==> src/rtl/dshot_pkg.sv <==
// Shared types, DShot command constants and command-mapping helpers for the
// motor frame scheduler.
package dshot_pkg;

  typedef enum logic [1:0] {
    ST_DISARMED,
    ST_ARMING,
    ST_ARMED,
    ST_SPECIAL
  } state_t;

  localparam logic [10:0] DSHOT_CMD_STOP     = 11'd0;
  localparam logic [10:0] DSHOT_THROTTLE_MIN = 11'd48;
  localparam logic [10:0] DSHOT_THROTTLE_MAX = 11'd2047;
  localparam logic [10:0] DSHOT_SPECIAL_MAX  = 11'd47;
  localparam logic [10:0] THROTTLE_IN_MAX    = 11'd2000;

  // Mixer throttle 1..2000 lands on DShot 48..2047; anything above clamps.
  function automatic logic [10:0] throttle_to_cmd(input logic [10:0] thr);
    if (thr == 11'd0)
      return DSHOT_CMD_STOP;
    else if (thr > THROTTLE_IN_MAX)
      return DSHOT_THROTTLE_MAX;
    else
      return thr + (DSHOT_THROTTLE_MIN - 11'd1);
  endfunction

  function automatic logic special_cmd_ok(input logic [5:0] cmd);
    return (cmd != 6'd0) && ({5'd0, cmd} <= DSHOT_SPECIAL_MAX);
  endfunction

endpackage

==> src/rtl/dshot_frame_timer.sv <==
// Free-running wrap counter; tick marks the last cycle of every frame.
module dshot_frame_timer #(
  parameter int PERIOD = 8000
) (
  input  logic clock,
  input  logic reset,
  output logic tick
);

  localparam int CW = (PERIOD > 2) ? $clog2(PERIOD) : 1;

  logic [CW-1:0] count_q, count_d;

  assign tick = (count_q == CW'(PERIOD - 1));

  always_comb begin
    count_d = count_q + 1'b1;
    if (tick) count_d = '0;
  end

  always_ff @(posedge clock) begin
    if (reset) count_q <= '0;
    else       count_q <= count_d;
  end

endmodule

==> src/rtl/dshot_scheduler.sv <==
// Frame-rate scheduler and arming controller feeding four DShot transmitters:
// stop frames while disarmed, a zero-throttle arming hold, then live throttle.
module dshot_scheduler
  import dshot_pkg::*;
#(
  parameter int BASE_FREQ      = 16000000,
  parameter int DSHOT_FREQ     = 600000,
  parameter int UPDATE_FREQ    = 2000,
  parameter int ARM_FRAMES     = 200,
  parameter int SPECIAL_REPEAT = 10
) (
  input  logic        clock,
  input  logic        reset,
  input  logic        arm,
  input  logic [43:0] throttle,
  input  logic        special_valid,
  input  logic [5:0]  special_cmd,
  input  logic [3:0]  special_mask,
  output logic        special_ready,
  output logic        special_done,
  output logic        special_err,
  output logic [43:0] command,
  output logic [3:0]  send,
  output logic        armed,
  output logic        frame_tick
);

  localparam int PERIOD = BASE_FREQ / UPDATE_FREQ;
  localparam int ACW    = $clog2(ARM_FRAMES + 1);
  localparam int RCW    = $clog2(SPECIAL_REPEAT + 1);

  // A full DShot frame is about 17 bit times; the update period must exceed it.
  if (PERIOD <= 17 * (BASE_FREQ / DSHOT_FREQ)) begin : g_period_check
    $error("dshot_scheduler: PERIOD too short for one DShot frame");
  end

  state_t           state_q;
  logic [ACW-1:0]   arm_cnt_q;
  logic [RCW-1:0]   rem_q;
  logic [5:0]       scmd_q;
  logic [3:0]       smask_q;
  logic [43:0]      command_q;
  logic [3:0]       send_q;
  logic             armed_q, ready_q, done_q, err_q;
  logic             tick, accept;
  logic [43:0]      thr_cmd;

  dshot_frame_timer #(.PERIOD(PERIOD)) u_timer (
    .clock (clock),
    .reset (reset),
    .tick  (tick)
  );

  assign accept = (state_q == ST_DISARMED) && ready_q && special_valid;

  always_comb begin
    thr_cmd = '0;
    for (int m = 0; m < 4; m++)
      thr_cmd[11*m +: 11] = throttle_to_cmd(throttle[11*m +: 11]);
  end

  always_ff @(posedge clock) begin
    if (accept) begin
      scmd_q  <= special_cmd;
      smask_q <= special_mask;
    end
  end

  always_ff @(posedge clock) begin
    if (reset) begin
      state_q   <= ST_DISARMED;
      arm_cnt_q <= '0;
      rem_q     <= '0;
      command_q <= '0;
      send_q    <= '0;
      armed_q   <= 1'b0;
      ready_q   <= 1'b0;
      done_q    <= 1'b0;
      err_q     <= 1'b0;
    end else begin
      send_q  <= '0;
      done_q  <= 1'b0;
      err_q   <= 1'b0;
      ready_q <= 1'b0;
      case (state_q)
        ST_DISARMED: begin
          ready_q <= 1'b1;
          if (tick) begin
            command_q <= '0;
            send_q    <= 4'b1111;
          end
          if (accept) begin
            state_q <= ST_SPECIAL;
            ready_q <= 1'b0;
            rem_q   <= RCW'(SPECIAL_REPEAT);
            err_q   <= !special_cmd_ok(special_cmd);
          end else if (tick && arm) begin
            state_q   <= ST_ARMING;
            ready_q   <= 1'b0;
            arm_cnt_q <= ACW'(ARM_FRAMES);
          end
        end
        ST_ARMING: begin
          ready_q <= !arm;
          if (tick) begin
            command_q <= '0;
            send_q    <= 4'b1111;
            arm_cnt_q <= arm_cnt_q - 1'b1;
          end
          if (!arm)
            state_q <= ST_DISARMED;
          else if (tick && arm_cnt_q == ACW'(1))
            state_q <= ST_ARMED;
        end
        ST_ARMED: begin
          ready_q <= !arm;
          if (!arm) begin
            state_q <= ST_DISARMED;
            armed_q <= 1'b0;
            if (tick) begin
              command_q <= '0;
              send_q    <= 4'b1111;
            end
          end else if (tick) begin
            command_q <= thr_cmd;
            send_q    <= 4'b1111;
            armed_q   <= 1'b1;
          end
        end
        ST_SPECIAL: begin
          if (!special_cmd_ok(scmd_q)) begin
            state_q <= ST_DISARMED;
            ready_q <= 1'b1;
          end else if (tick) begin
            // Unmasked motors keep whatever command they last held.
            for (int m = 0; m < 4; m++)
              if (smask_q[m]) command_q[11*m +: 11] <= {5'd0, scmd_q};
            send_q <= smask_q;
            rem_q  <= rem_q - 1'b1;
            if (rem_q == RCW'(1)) begin
              done_q  <= 1'b1;
              state_q <= ST_DISARMED;
              ready_q <= 1'b1;
            end
          end
        end
        default: state_q <= ST_DISARMED;
      endcase
    end
  end

  assign command       = command_q;
  assign send          = send_q;
  assign armed         = armed_q;
  assign special_ready = ready_q;
  assign special_done  = done_q;
  assign special_err   = err_q;
  assign frame_tick    = tick;

endmodule

==> config.mk <==
export PLATFORM = sky130hd
export DESIGN_NAME = dshot_scheduler
export DESIGN_NICKNAME = d
export VERILOG_FILES = /design/src/rtl/dshot_pkg.sv /design/src/rtl/dshot_frame_timer.sv /design/src/rtl/dshot_scheduler.sv
export SDC_FILE = /design/constraint.sdc
export NUM_CORES = 1
export LEC_CHECK = 0
export CAP_MARGIN = 30
export CORE_UTILIZATION = 40
export CTS_BUF_LIST = sky130_fd_sc_hd__clkbuf_4 sky130_fd_sc_hd__clkbuf_8
export DETAILED_ROUTE_END_ITERATION = 10
export HOLD_SLACK_MARGIN = 0.08
export MAX_ROUTING_LAYER = met4
export PLACE_DENSITY = 0.78
export REMOVE_ABC_BUFFERS = 1
export SLEW_MARGIN = 0
export SYNTH_ARGS = -nofsm -noshare
export SYNTH_HDL_FRONTEND = slang
export SYNTH_SLANG_ARGS = --single-unit
==> constraint.sdc <==
create_clock -name clock -period 6.1 [get_ports clock]
set_input_delay 0.61 -clock clock [delete_from_list [all_inputs] [get_ports clock]]
set_output_delay 0.61 -clock clock [all_outputs]
set_load 0.02 [all_outputs]
---- Yosys cells after proc, flatten, opt, wreduce, memory -nomap -nowiden ----
Cells that the tools add are included.
word-level totals
  register bits ........................... 89
  input bits .............................. 58
  output and inout port bits .............. 53
  logic and storage cells ................. 133
cells by class
  $add $sub $neg .......................... 7
  order comparisons ....................... 6
  equal/unequal tests ..................... 23
  muxes and demuxes ....................... 47
  bitwise logic cells ..................... 4
  reduce and logical (&&, ||, !) cells .... 31
operator list
  kind                                                    number
  2-to-1 mux 44 bit                                       5
  2-to-1 mux 11 bit                                       12
  one-hot mux 44 bit (3 select lines)                     1
  adder 11 x 6 -> 11 bit (second input constant)          4
  > comparator 11 bit (second input constant)             4
  logical NOT 11 bit                                      4
  2-to-1 mux 4 bit                                        6
  2-to-1 mux 8 bit                                        3
  AND reduction 4 bit                                     6
  inequality test 2 bit (second input constant)           10
  2-to-1 mux 2 bit                                        8
  one-hot mux 4 bit (2 select lines)                      2
  one-hot mux 8 bit (2 select lines)                      1
  adder 13 x 1 -> 13 bit (second input constant)          1
  equality test 13 bit (second input constant)            1
  less-or-equal comparator 6 bit (second input constant)  2
  inequality test 3 bit (second input constant)           4
  nonzero test 6 bit                                      2
  OR reduction 3 bit                                      3
  equality test 8 x 1 -> 1 bit (second input constant)    1
  one-hot mux 2 bit (4 select lines)                      1
  subtractor 8 x 1 -> 8 bit (second input constant)       1
  2-to-1 mux 1 bit                                        7
  logical AND 1 bit                                       6
  14 further kinds                                        23

---- Logic depth before layout (Yosys ltp) ----
Gate-level depths: netlist of run 1.
  depth in word-level cells ............... 6
  gate-level depth with buffers ........... 9
  depth with buffers taken out ............ 7

---- Hierarchy ----
Synthesis of run 1 repeated with hierarchy kept, for this count alone.
unflattened totals
  cell total of the unflattened synthesis .. 608
  area total of the unflattened synthesis .. 5192.5 sq um
modules (own cells, without submodules)
  module             instances  cells an instance  area each (sq um)  seq. area each (sq um)
  dshot_scheduler    1          542                4598.2             1621.6
  dshot_frame_timer  1          66                 594.3              260.2

---- Worst setup path before layout of run 1 ----
OpenSTA, ideal clock, no wires.
  path type ............................... input -> register
  start ................................... input throttle[22]
  end ..................................... register command_q[32], in the netlist command[32]
  library setup time ...................... 0.117 ns
  data arrival time ....................... 2.221 ns
  data required time ...................... 5.983 ns
  setup slack ............................. 3.761 ns
  stages on the path ...................... 7
  buffers on the path ..................... 0
  path through ............................ inv_1 -> ha_1 -> nor3b_1 -> a31oi_1 -> o21ai_0 -> nand3_1 -> a32o_1
between the ends
  longest elaborated chain between the ends .. 6
  elaborated cells between the ends (all ways) .. 8
  those cells by class .................... add/sub: 1; order compare: 1; mux: 5; reduce/logical: 1
RTL lines
  element                                                               RTL line                          text
  start: declaration                                                    dshot_scheduler.sv:15             input logic [43:0] throttle,
  adder 11 x 6 -> 11 bit / > comparator 11 bit (equally long branches)  dshot_pkg.sv:25, dshot_pkg.sv:22
  2-to-1 mux 11 bit                                                     dshot_pkg.sv:22                   else if (thr > THROTTLE_IN_MAX)
  2-to-1 mux 11 bit (*)                                                 dshot_pkg.sv:20                   if (thr == 11'd0)
  2-to-1 mux 44 bit (*)                                                 dshot_scheduler.sv:124            end else if (tick) begin
  2-to-1 mux 44 bit (*)                                                 dshot_scheduler.sv:117            if (!arm) begin
  one-hot mux 44 bit (3 select lines) (*)                               dshot_scheduler.sv:85             case (state_q)
  end signal: assignment                                                dshot_scheduler.sv:125            command_q <= thr_cmd;
  end signal: indexed assignment                                        dshot_scheduler.sv:137            if (smask_q[m]) command_q[11*m +: 11] <= {5'd0, scmd_q};
  end: declaration                                                      dshot_scheduler.sv:42             logic [43:0] command_q;
Mark *: on every way between the ends. The rest lies on a longest branch, timed or not. The select of a mux whose other input is x is not followed.
A chain may end at the register's enable or synchronous reset.

---- Worst setup path in the final report of run 1 ----
  start ................................... register u_timer.count_q[0]
  end ..................................... output frame_tick
between the ends
  longest elaborated chain between the ends .. 1
RTL lines
  element                   RTL line                 text
  start: declaration        dshot_frame_timer.sv:12  logic [CW-1:0] count_q, count_d;
  start signal: assignment  dshot_frame_timer.sv:23  else count_q <= count_d;
  equality test 13 bit      dshot_frame_timer.sv:14  assign tick = (count_q == CW'(PERIOD - 1));
  end: declaration          dshot_scheduler.sv:25    output logic frame_tick
No other way between the ends.

==> flow_metrics.tcl, run 1 <==
set metrics [dict create \
    status "finished clean" \
    syn_inst 573 \
    portBuffers 110 \
    cts_root_buf "clkbuf_8" \
    die_area_sq_um 12800 \
    cp_max_fo 11 \
    critPathCapture "frame_tick" \
    dp_cells 830 \
    worstPathRequired_ns 5.49 \
    period_share_pct 54.4 \
    power_frac_comb_pct 26.9 \
    clk_latency_ns 0.37 \
    firstDrtPassIters 5 \
    final_util_pct 53.2 \
    rsz0062_at_grt "no" \
    cp_num_cells 5 \
    clkTransAtPathRegs_ns 0.09 \
    max_stage_delay_ns 0.67 \
    nets 749 \
    finalPower_mw 1.60 \
    grt_usage_pct 22.8 \
    ys_seq_area_share_pct 38.0 \
    period_minus_slack_ns 3.32 \
    pwr-share-clk_pct 29.7 \
    r2r_start "state_q[1]" \
    cellInternalPower_mw 1.09 \
    area_delta_synth_final_pct 29.4 \
    yosysMostFrequentCell "dfxtp_1" \
    clock.fmax_mhz 301 \
    yosysWarnings 0 \
    dp_hpwl_um 10600 \
    peakVddDrop_v 0.000149 \
    pwr-share-seq_pct 43.4 \
    p_leak_nw 2.28 \
    wl_um 14100 \
    crit_path_start "u_timer.count_q[0]" \
    layout-drive-gt1-share_pct 5.31 \
    multi_input_area_sq_um 2890 \
    die_y_um 113 \
    synth-seq-cells 89 \
    setup_viol 0 \
    antenna_left 0 \
    place_ws_ns 2.77 \
    overflow 0 \
    fin_skew_ns 0.0101 \
    start_util_pct 41.1 \
    grt_max_degree 37 \
    cp_num_buf_inv 2 \
    synth_cell_types 68 \
    synth_common_cells "79 x dfxtp_1, 55 x nand2_1, 46 x a21oi_1, 38 x nor2_1, 25 x xnor2_1" \
    die_w_um 113 \
    cts_tree "yes" \
    synth_ff_type "dfxtp_1" \
    antenna_found_initial 0 \
    r2r_slack_ns 3.23 \
    place.gp.congestion 0.930 \
    crit_chain "ha_1 > nand3_2 > or4_4 > clkinv_1 > clkdlybuf4s50_1" \
    crit_family "simple AND/OR/NAND/NOR gates" \
    num-fill-cells 1067 \
    crit_slowest_cell "or4_4" \
    synth_edf_count 10 \
    p_sw_share_pct 31.7 \
    min_path_type "reg2reg" \
    remaining_drc_errors 0 \
    io_pins 111 \
    num_antenna_cells 0 \
    synth_area_sq_um 4960 \
    synth_top_area_share_pct 31.9 \
    power.switching_uw 506 \
    syn_area_per_cell_sq_um 8.65 \
    wire_per_inst_um 16.7 \
    crit_type "reg2out" \
    finalNonFillerCells 846 \
    cap_violations 0 \
    cts.sinks 89 \
    rr_worst_depth 6 \
    drt_iter0_markers 403 \
    r2r-end "command[35]" \
    viasPerCell 5.70 \
    tritoncts.num_buffers 9 \
    async_flop_share_pct 0 \
    grt_pass1_wl_um 22500 \
    cts_resized 0 \
    final-hold-violation-count 0 \
    tightest_slew_ns 1.15 \
    vias 4822 \
    endpoint_kind "output port" \
    final.setup.worst_slack_ns 2.78 \
    grt_pass1_vias 4498 \
    crit_arrival_ns 2.71 \
    htreeDepth 3 \
    synthTopCellsByArea "dfxtp_1 32%, edfxtp_1 6.1%, a21oi_1 4.6%" \
    tns_ns 0 \
    synth_area_leader_cell "dfxtp_1" \
    post-cts-setup-buffers 0 \
    cts_hold_buf 0 \
    core-area_sq_um 12100 \
    seq_area_sq_um 1880 \
    rows 40 \
    crit_path_start_kind "register" \
    p_per_area_nw_per_um2 249 \
    maxSlewViolCount 0 \
    relSlewSlack_pct 22.3 \
    clk_path_buf_depth 2 \
]
## cell usage in the layout, fill, tap and decap left out, types with 4 or more instances in the layout
cell             instances
and2_1                   7
clkbuf_8                11
nand2_1                 55
o21a_1                   5
or4_1                    5
and3_1                   8
o2bb2ai_1               13
edfxtp_1                10
a22oi_1                  6
o21ai_0                 18
nor3_1                  18
a21oi_1                 46
o2111ai_1                5
nor2_1                  38
o41a_1                   4
xnor2_1                 25
or3b_2                   4
xor2_1                  16
nor4_1                   8
dfxtp_1                 79
clkdlybuf4s50_1        110
or3_1                    6
a31oi_1                 10
ha_1                    18
a21boi_0                 5
a31o_2                   4
a32o_1                   8
nor4b_1                  4
inv_1                   24
nand4_1                  9
nand3_1                 24
o211ai_1                10
a22o_1                   7
## metrics by stage
step,cell area [sq um],hold slack (ns)
finish,6420,0.460
global route,6420,0.489
CTS,6420,0.464
detailed placement,6180,0.452
global placement,6180,0.440
floorplan,4860,0.430
## state kept, by name (all words and copies together), names as in the netlist, 2 cells and up
| name | count |
|---|---|
| smask_q | 4 |
| arm_cnt_q | 8 |
| rem_q | 4 |
| send | 4 |
| scmd_q | 6 |
| state_q | 2 |
| command | 44 |
| u_timer.count_q | 13 |
## worst register-to-register path: stages (launching register included)
cell	delay (ns)
dfxtp_1	0.40
ha_1	0.65
or3b_2	0.51
o22ai_1	0.40
nand2b_1	0.51
a22oi_1	0.18
a21oi_1	0.15
## layer usage
layer	vias to the layer above	wire, um	track usage [%]
met5	-	0	-
met4	0	243	6.75
met3	17	782	4.66
met2	168	6500	35.3
met1	2307	6580	29.9
li1	2330	-	-
## area by class of cell
class | instances | area share, %
Clock buffer | 12 | 2.48
Tap cell | 168 | 3.28
Sequential cell | 89 | 29.3
Multi-Input combinational cell | 437 | 45.0
Inverter | 25 | 1.46
Clock inverter | 4 | 1.15
Timing Repair Buffer | 111 | 17.3
## worst min-delay path by stage
stage | endpoint | start | slack (ns) | cells after the start
after detailed placement | command[39] | command[39] | 0.45 | 2
after CTS | command[40] | command[40] | 0.46 | 2
after global routing | command[6] | command[6] | 0.49 | 1
after global placement | u_timer.count_q[0] | u_timer.count_q[0] | 0.44 | 1
final | command[39] | command[39] | 0.46 | 2
after floorplan | u_timer.count_q[0] | u_timer.count_q[0] | 0.43 | 1
## power groups by stage
stage / sequential (mW) / clock, mW / combinational [mW]
after floorplan: 0.725 / 0 / 0.212
after global placement: 0.702 / 0 / 0.408
after detailed placement: 0.703 / 0 / 0.423
after CTS: 0.691 / 0.478 / 0.426
after global routing: 0.697 / 0.502 / 0.469
final: 0.692 / 0.473 / 0.430
## logic make-up after synthesis
| kind of cell | after synthesis | synth area share [%] |
|---|---|---|
| AOI/OAI and AO/OA | 170 | 24.2 |
| xor gates and xnor gates | 41 | 7.24 |
| adders and majority gates | 18 | 4.54 |
| buffers and inverters | 47 | 3.76 |
| DFF | 89 | 38.0 |
| muxes | 4 | 0.858 |
| and+or+nand+nor | 204 | 21.5 |
No activity file was read; power rests on OpenSTA's default activity.
==> inputs of run 2 (changes only) <==
--- a/config.mk
+++ b/config.mk
@@ -11,7 +11,7 @@
 export DETAILED_ROUTE_END_ITERATION = 10
 export HOLD_SLACK_MARGIN = 0.08
 export MAX_ROUTING_LAYER = met4
-export PLACE_DENSITY = 0.78
+export PLACE_DENSITY = 0.8
 export REMOVE_ABC_BUFFERS = 1
 export SLEW_MARGIN = 0
 export SYNTH_ARGS = -nofsm -noshare
==> constraint.sdc (replaced) <==
create_clock -name clock -period 2.7 [get_ports clock]
set_input_delay 0.27 -clock clock [delete_from_list [all_inputs] [get_ports clock]]
set_output_delay 0.27 -clock clock [all_outputs]
set_load 0.02 [all_outputs]
==> run 2 against run 1 <==
Effect of this change: hold slack got worse by 0.0057 ns; via count rose by 1.6%; sequential share of layout area fell by 0.47 points; first-iteration DRC count rose by 15%; core utilization rose by 0.86 points; register-to-register slack got worse by 3.0 ns; clock power rose by 100%; critical path depth did not move; clock skew rose by 0.0018 ns; power rose by 120%; global-route usage rose by 0.32 points; critical path type unchanged.
==> flow_metrics.tcl, run 2 (same netlist as run 1, synthesis figures left out) <==
set metrics [dict create \
    pwr-share-seq_pct 44.4 \
    grt_pass1_vias 4702 \
    clock.fmax_mhz 392 \
    overflow 0 \
    cp_num_buf_inv 2 \
    htreeDepth 3 \
    fin_skew_ns 0.0119 \
    power.switching_mw 1.13 \
    max_stage_delay_ns 0.67 \
    final_cell_mix "109 x clkdlybuf4s50_1, 79 x dfxtp_1, 55 x nand2_1" \
    crit_chain "ha_1 > nand3_2 > or4_4 > clkinv_1 > dlygate4sd2_1" \
    maxSlewViolCount 0 \
    tritoncts.num_buffers 9 \
    num_antenna_cells 0 \
    crit_slowest_cell "or4_4" \
    cp_max_fo 11 \
    period_share_pct 94.5 \
    wire_per_inst_um 16.3 \
    setup_viol 0 \
    pwr-share-clk_pct 27.5 \
    crit_arrival_ns 2.28 \
    die_area_sq_um 12800 \
    min_path_type "reg2reg" \
    cts_root_buf "clkbuf_8" \
    cts_tree "yes" \
    cts_hold_buf 0 \
    cap_violations 0 \
    p_leak_nw 2.36 \
    clk_path_buf_depth 2 \
    endpoint_kind "output port" \
    clk_latency_ns 0.36 \
    area_delta_synth_final_pct 31.5 \
    rows 40 \
    remaining_drc_errors 0 \
    tightest_slew_ns 0.682 \
    dp_hpwl_um 10700 \
    relSlewSlack_pct 53.9 \
    place.gp.congestion 0.889 \
    clkTransAtPathRegs_ns 0.08 \
    largest_register_ffs 44 \
    finalPower_mw 3.52 \
    final-hold-violation-count 0 \
    power_frac_comb_pct 28.1 \
    start_util_pct 41.1 \
    drt_iter0_markers 463 \
    antenna_left 0 \
    tns_ns 0 \
    firstDrtPassIters 5 \
    num-fill-cells 1084 \
    crit_type "reg2out" \
    portBuffers 110 \
    layout-drive-gt1-share_pct 7.77 \
    status "finished clean" \
    nets 766 \
    p_sw_share_pct 32.2 \
    grt_pass1_wl_um 22900 \
    die_y_um 113 \
    vias 4900 \
    crit_path_start_kind "register" \
    antenna_found_initial 0 \
    p_per_area_nw_per_um2 540 \
    period_minus_slack_ns 2.55 \
    io_pins 111 \
    viasPerCell 5.68 \
    die_w_um 113 \
    core-area_sq_um 12100 \
    grt_usage_pct 23.1 \
    crit_family "simple AND/OR/NAND/NOR gates" \
    worstPathRequired_ns 2.43 \
    cellInternalPower_mw 2.39 \
    wl_um 14100 \
    peakVddDrop_v 0.000247 \
    rsz0062_at_grt "no" \
    final_common_cell "clkdlybuf4s50_1" \
    grt_max_degree 36 \
    cts.sinks 89 \
]
==> run 2: cell count changes in the layout (fill, tap and decap cells not counted), sizes merged <==
cell | previous run | this run
buf | 1 | 18
clkinv | 2 | 3
clkdlybuf4s50 | 110 | 109
bufinv | 2 | 1
dlygate4sd2 | 0 | 1
==> run 2: final cells by class <==
type	instances	area (sq um)	share of cell area, %
multi-input combinational	437	2890	44.3
sequential	89	1880	28.9
timing repair buffer	128	1230	18.9
tap	168	210	3.22
clock buffer	12	159	2.44
inverter	25	93.8	1.44
clock inverter	4	50.0	0.768
==> run 2: final timing paths <==
check	start	to	slack (ns)	cells past startpoint
worst max-delay path	u_timer.count_q[0]	frame_tick	0.15	5
worst min-delay path	command[21]	command[21]	0.45	2
worst max register to register	u_timer.count_q[0]	command[14]	0.21	7
worst min register to register	command[21]	command[21]	0.45	2
==> run 2: metal layers <==
layer / up-vias / wire length (um) / track usage [%]
met5: - / 0 / -
met4: 0 / 192 / 7.46
met3: 15 / 838 / 4.07
met2: 180 / 6630 / 37.0
met1: 2323 / 6420 / 29.6
li1: 2382 / - / -
==> run 2: stage by stage <==
step	setup slack (ns)	util (%)	hold slack, ns	std cells	cell area, sq um
2_1_floorplan	0.425	-	0.339	551	4860
3_3_place_gp	0.258	52.3	0.442	847	6310
3_5_place_dp	0.156	52.3	0.446	847	6310
4_1_cts	0.138	54.0	0.443	863	6520
5_1_grt	0.0332	54.1	0.440	863	6520
6_report	0.148	54.1	0.454	863	6520
==> run 2: tightest hold or removal path, stage by stage, from the launching register on <==
cell and delay (ns):
dfxtp_1 0.32, nand2_1 0.05, a21oi_1 0.05
==> run 2: repair_timing <==
action | CTS | global route
buffers inserted | 0 | 0
gates resized for setup | 1 | 1
endpoints found under the setup margin | 1 | 1
==> run 2: power groups by stage <==
stage / sequential, mW / combinational (mW) / clock [mW]
after global routing: 1.58 / 1.08 / 1.04
after floorplan: 1.64 / 0.479 / 0
after global placement: 1.59 / 0.943 / 0
after CTS: 1.56 / 0.980 / 0.984
after detailed placement: 1.59 / 0.974 / 0
final: 1.56 / 0.990 / 0.966
==> inputs of run 3 (changes only) <==
--- a/config.mk
+++ b/config.mk
@@ -11,7 +11,7 @@
 export DETAILED_ROUTE_END_ITERATION = 10
 export HOLD_SLACK_MARGIN = 0.08
 export MAX_ROUTING_LAYER = met4
-export PLACE_DENSITY = 0.8
+export PLACE_DENSITY = 0.78
 export REMOVE_ABC_BUFFERS = 1
 export SLEW_MARGIN = 0
 export SYNTH_ARGS = -nofsm -noshare
==> constraint.sdc (replaced) <==
create_clock -name clock -period 2.8 [get_ports clock]
set_input_delay 0.28 -clock clock [delete_from_list [all_inputs] [get_ports clock]]
set_output_delay 0.28 -clock clock [all_outputs]
set_load 0.02 [all_outputs]
==> run 3 against run 2 <==
Effect of this change: via count is 0.33% higher; critical path depth is 1 higher; hold slack better by 0.0054 ns; power is 2.1% lower; sequential cell count stayed put; clock power is 2% higher; clock-buffer cell count is 2 lower; final cell count is 0.35% lower; non-clock buffer count is 3 lower; combinational power is 2.9% lower; wire length is 1.6% higher.
==> flow_metrics.tcl, run 3 (same netlist as run 1, synthesis figures left out) <==
set metrics [dict create \
    firstDrtPassIters 5 \
    portBuffers 110 \
    htreeDepth 3 \
    power_frac_comb_pct 27.9 \
    area_delta_synth_final_pct 31.3 \
    core-area_sq_um 12100 \
    grt_pass1_vias 4690 \
    place.gp.congestion 0.970 \
    cp_max_fo 11 \
    layout-drive-gt1-share_pct 7.23 \
    clk_latency_ns 0.37 \
    worstPathRequired_ns 3.10 \
    nets 763 \
    final_common_cell "clkdlybuf4s50_1" \
    grt_usage_pct 23.0 \
    tns_ns 0 \
    seq_area_sq_um 1880 \
    die_y_um 113 \
    num-fill-cells 1091 \
    rsz0062_at_grt "no" \
    start_util_pct 41.1 \
    final_cell_mix "109 x clkdlybuf4s50_1, 79 x dfxtp_1, 55 x nand2_1" \
    clk_path_buf_depth 2 \
    cts.sinks 89 \
    wl_um 14300 \
    crit_type "reg2reg" \
    period_minus_slack_ns 2.62 \
    fin_skew_ns 0.0150 \
    power.switching_mw 1.10 \
    final-hold-violation-count 0 \
    pwr-share-clk_pct 28.4 \
    final_util_pct 54.0 \
    dp_hpwl_um 10800 \
    grt_pass1_wl_um 22600 \
    setup_viol 0 \
    whs_path_depth 1 \
    r2r_start "u_timer.count_q[0]" \
    crit_path_start_kind "register" \
    min_path_type "in2reg" \
    p_per_area_nw_per_um2 530 \
    p_leak_nw 2.35 \
    pwr-share-seq_pct 43.7 \
    num_antenna_cells 0 \
    cts_root_buf "clkbuf_8" \
    cts_tree "yes" \
    clkTransAtPathRegs_ns 0.09 \
    die_w_um 113 \
    relSlewSlack_pct 43.6 \
    post-cts-setup-buffers 0 \
    clock.fmax_mhz 382 \
    remaining_drc_errors 0 \
    crit_arrival_ns 2.92 \
    rows 40 \
    die_area_sq_um 12800 \
    viasPerCell 5.72 \
    io_pins 111 \
    overflow 0 \
    maxSlewViolCount 0 \
    largest_register_ffs 44 \
    tightest_slew_ns 0.846 \
    cap_violations 0 \
    r2r-end "command[25]" \
    peakVddDrop_v 0.000258 \
    endpoint_kind "register" \
    finalPower_mw 3.45 \
    vias 4916 \
    antenna_found_initial 0 \
    status "finished clean" \
    drt_iter0_markers 358 \
    p_sw_share_pct 32.0 \
    wire_per_inst_um 16.6 \
    antenna_left 0 \
    rr_worst_depth 6 \
    multi_input_area_sq_um 2890 \
    hold_start "special_mask[1]" \
    tritoncts.num_buffers 9 \
    hold_end "smask_q[1]" \
    cellInternalPower_mw 2.34 \
    grt_max_degree 16 \
    period_share_pct 93.6 \
    r2r_slack_ns 0.18 \
]
-- run 3: what timing repair did --
item,4_1_cts,5_1_grt
hold buffers,0,0
gates resized for setup,1,0
setup endpoints to repair,1,0
-- run 3: worst max-delay path, cell delays in order, from the launching register on --
cell and delay [ns]:
dfxtp_1 0.38, ha_1 0.21, nand3_2 0.18, or4_4 0.67
a31oi_1 0.45, o21a_1 0.44, a32o_1 0.22
-- run 3: power groups by stage --
| stage | logic [mW] | clock network (mW) | registers (mW) |
|---|---|---|---|
| floorplan | 0.462 | 0 | 1.58 |
| global placement | 0.908 | 0 | 1.53 |
| detailed placement | 0.939 | 0 | 1.53 |
| CTS | 0.946 | 1.01 | 1.50 |
| global route | 1.03 | 1.06 | 1.52 |
| finish | 0.961 | 0.981 | 1.51 |
-- run 3: worst max-delay path by stage --
stage | from | end | slack (ns) | cells after the start
after floorplan | state_q[0] | command[43] | 0.52 | 6
after global placement | throttle[0] | command[10] | 0.28 | 8
after detailed placement | throttle[0] | command[10] | 0.21 | 8
after CTS | u_timer.count_q[0] | command[25] | 0.21 | 6
after global routing | scmd_q[4] | command[28] | 0.003 | 5
final | u_timer.count_q[0] | command[25] | 0.18 | 6
-- run 3: per-stage QoR --
step                cells  cell area (sq um)  hold WS [ns]  setup WS [ns]
global route          860               6510         0.441        0.00283
global placement      844               6290         0.443          0.281
CTS                   860               6510         0.445          0.214
floorplan             551               4860         0.349          0.525
detailed placement    844               6290         0.451          0.206
finish                860               6510         0.460          0.180
-- run 3: layout make-up --
type	count	share of cell area, %
flip-flops and latches	89	28.9
clock inverters	6	1.40
inverters	25	1.44
multi-input cells	437	44.4
clock buffers	10	2.02
well taps	168	3.23
repair buffers	125	18.6
-- run 3: routing by layer --
layer / track usage [%] / share of wire (%)
met2: 36.6 / 46
met4: 11.8 / 3.0
met5: - / 0
met3: 3.54 / 6.3
met1: 28.2 / 44
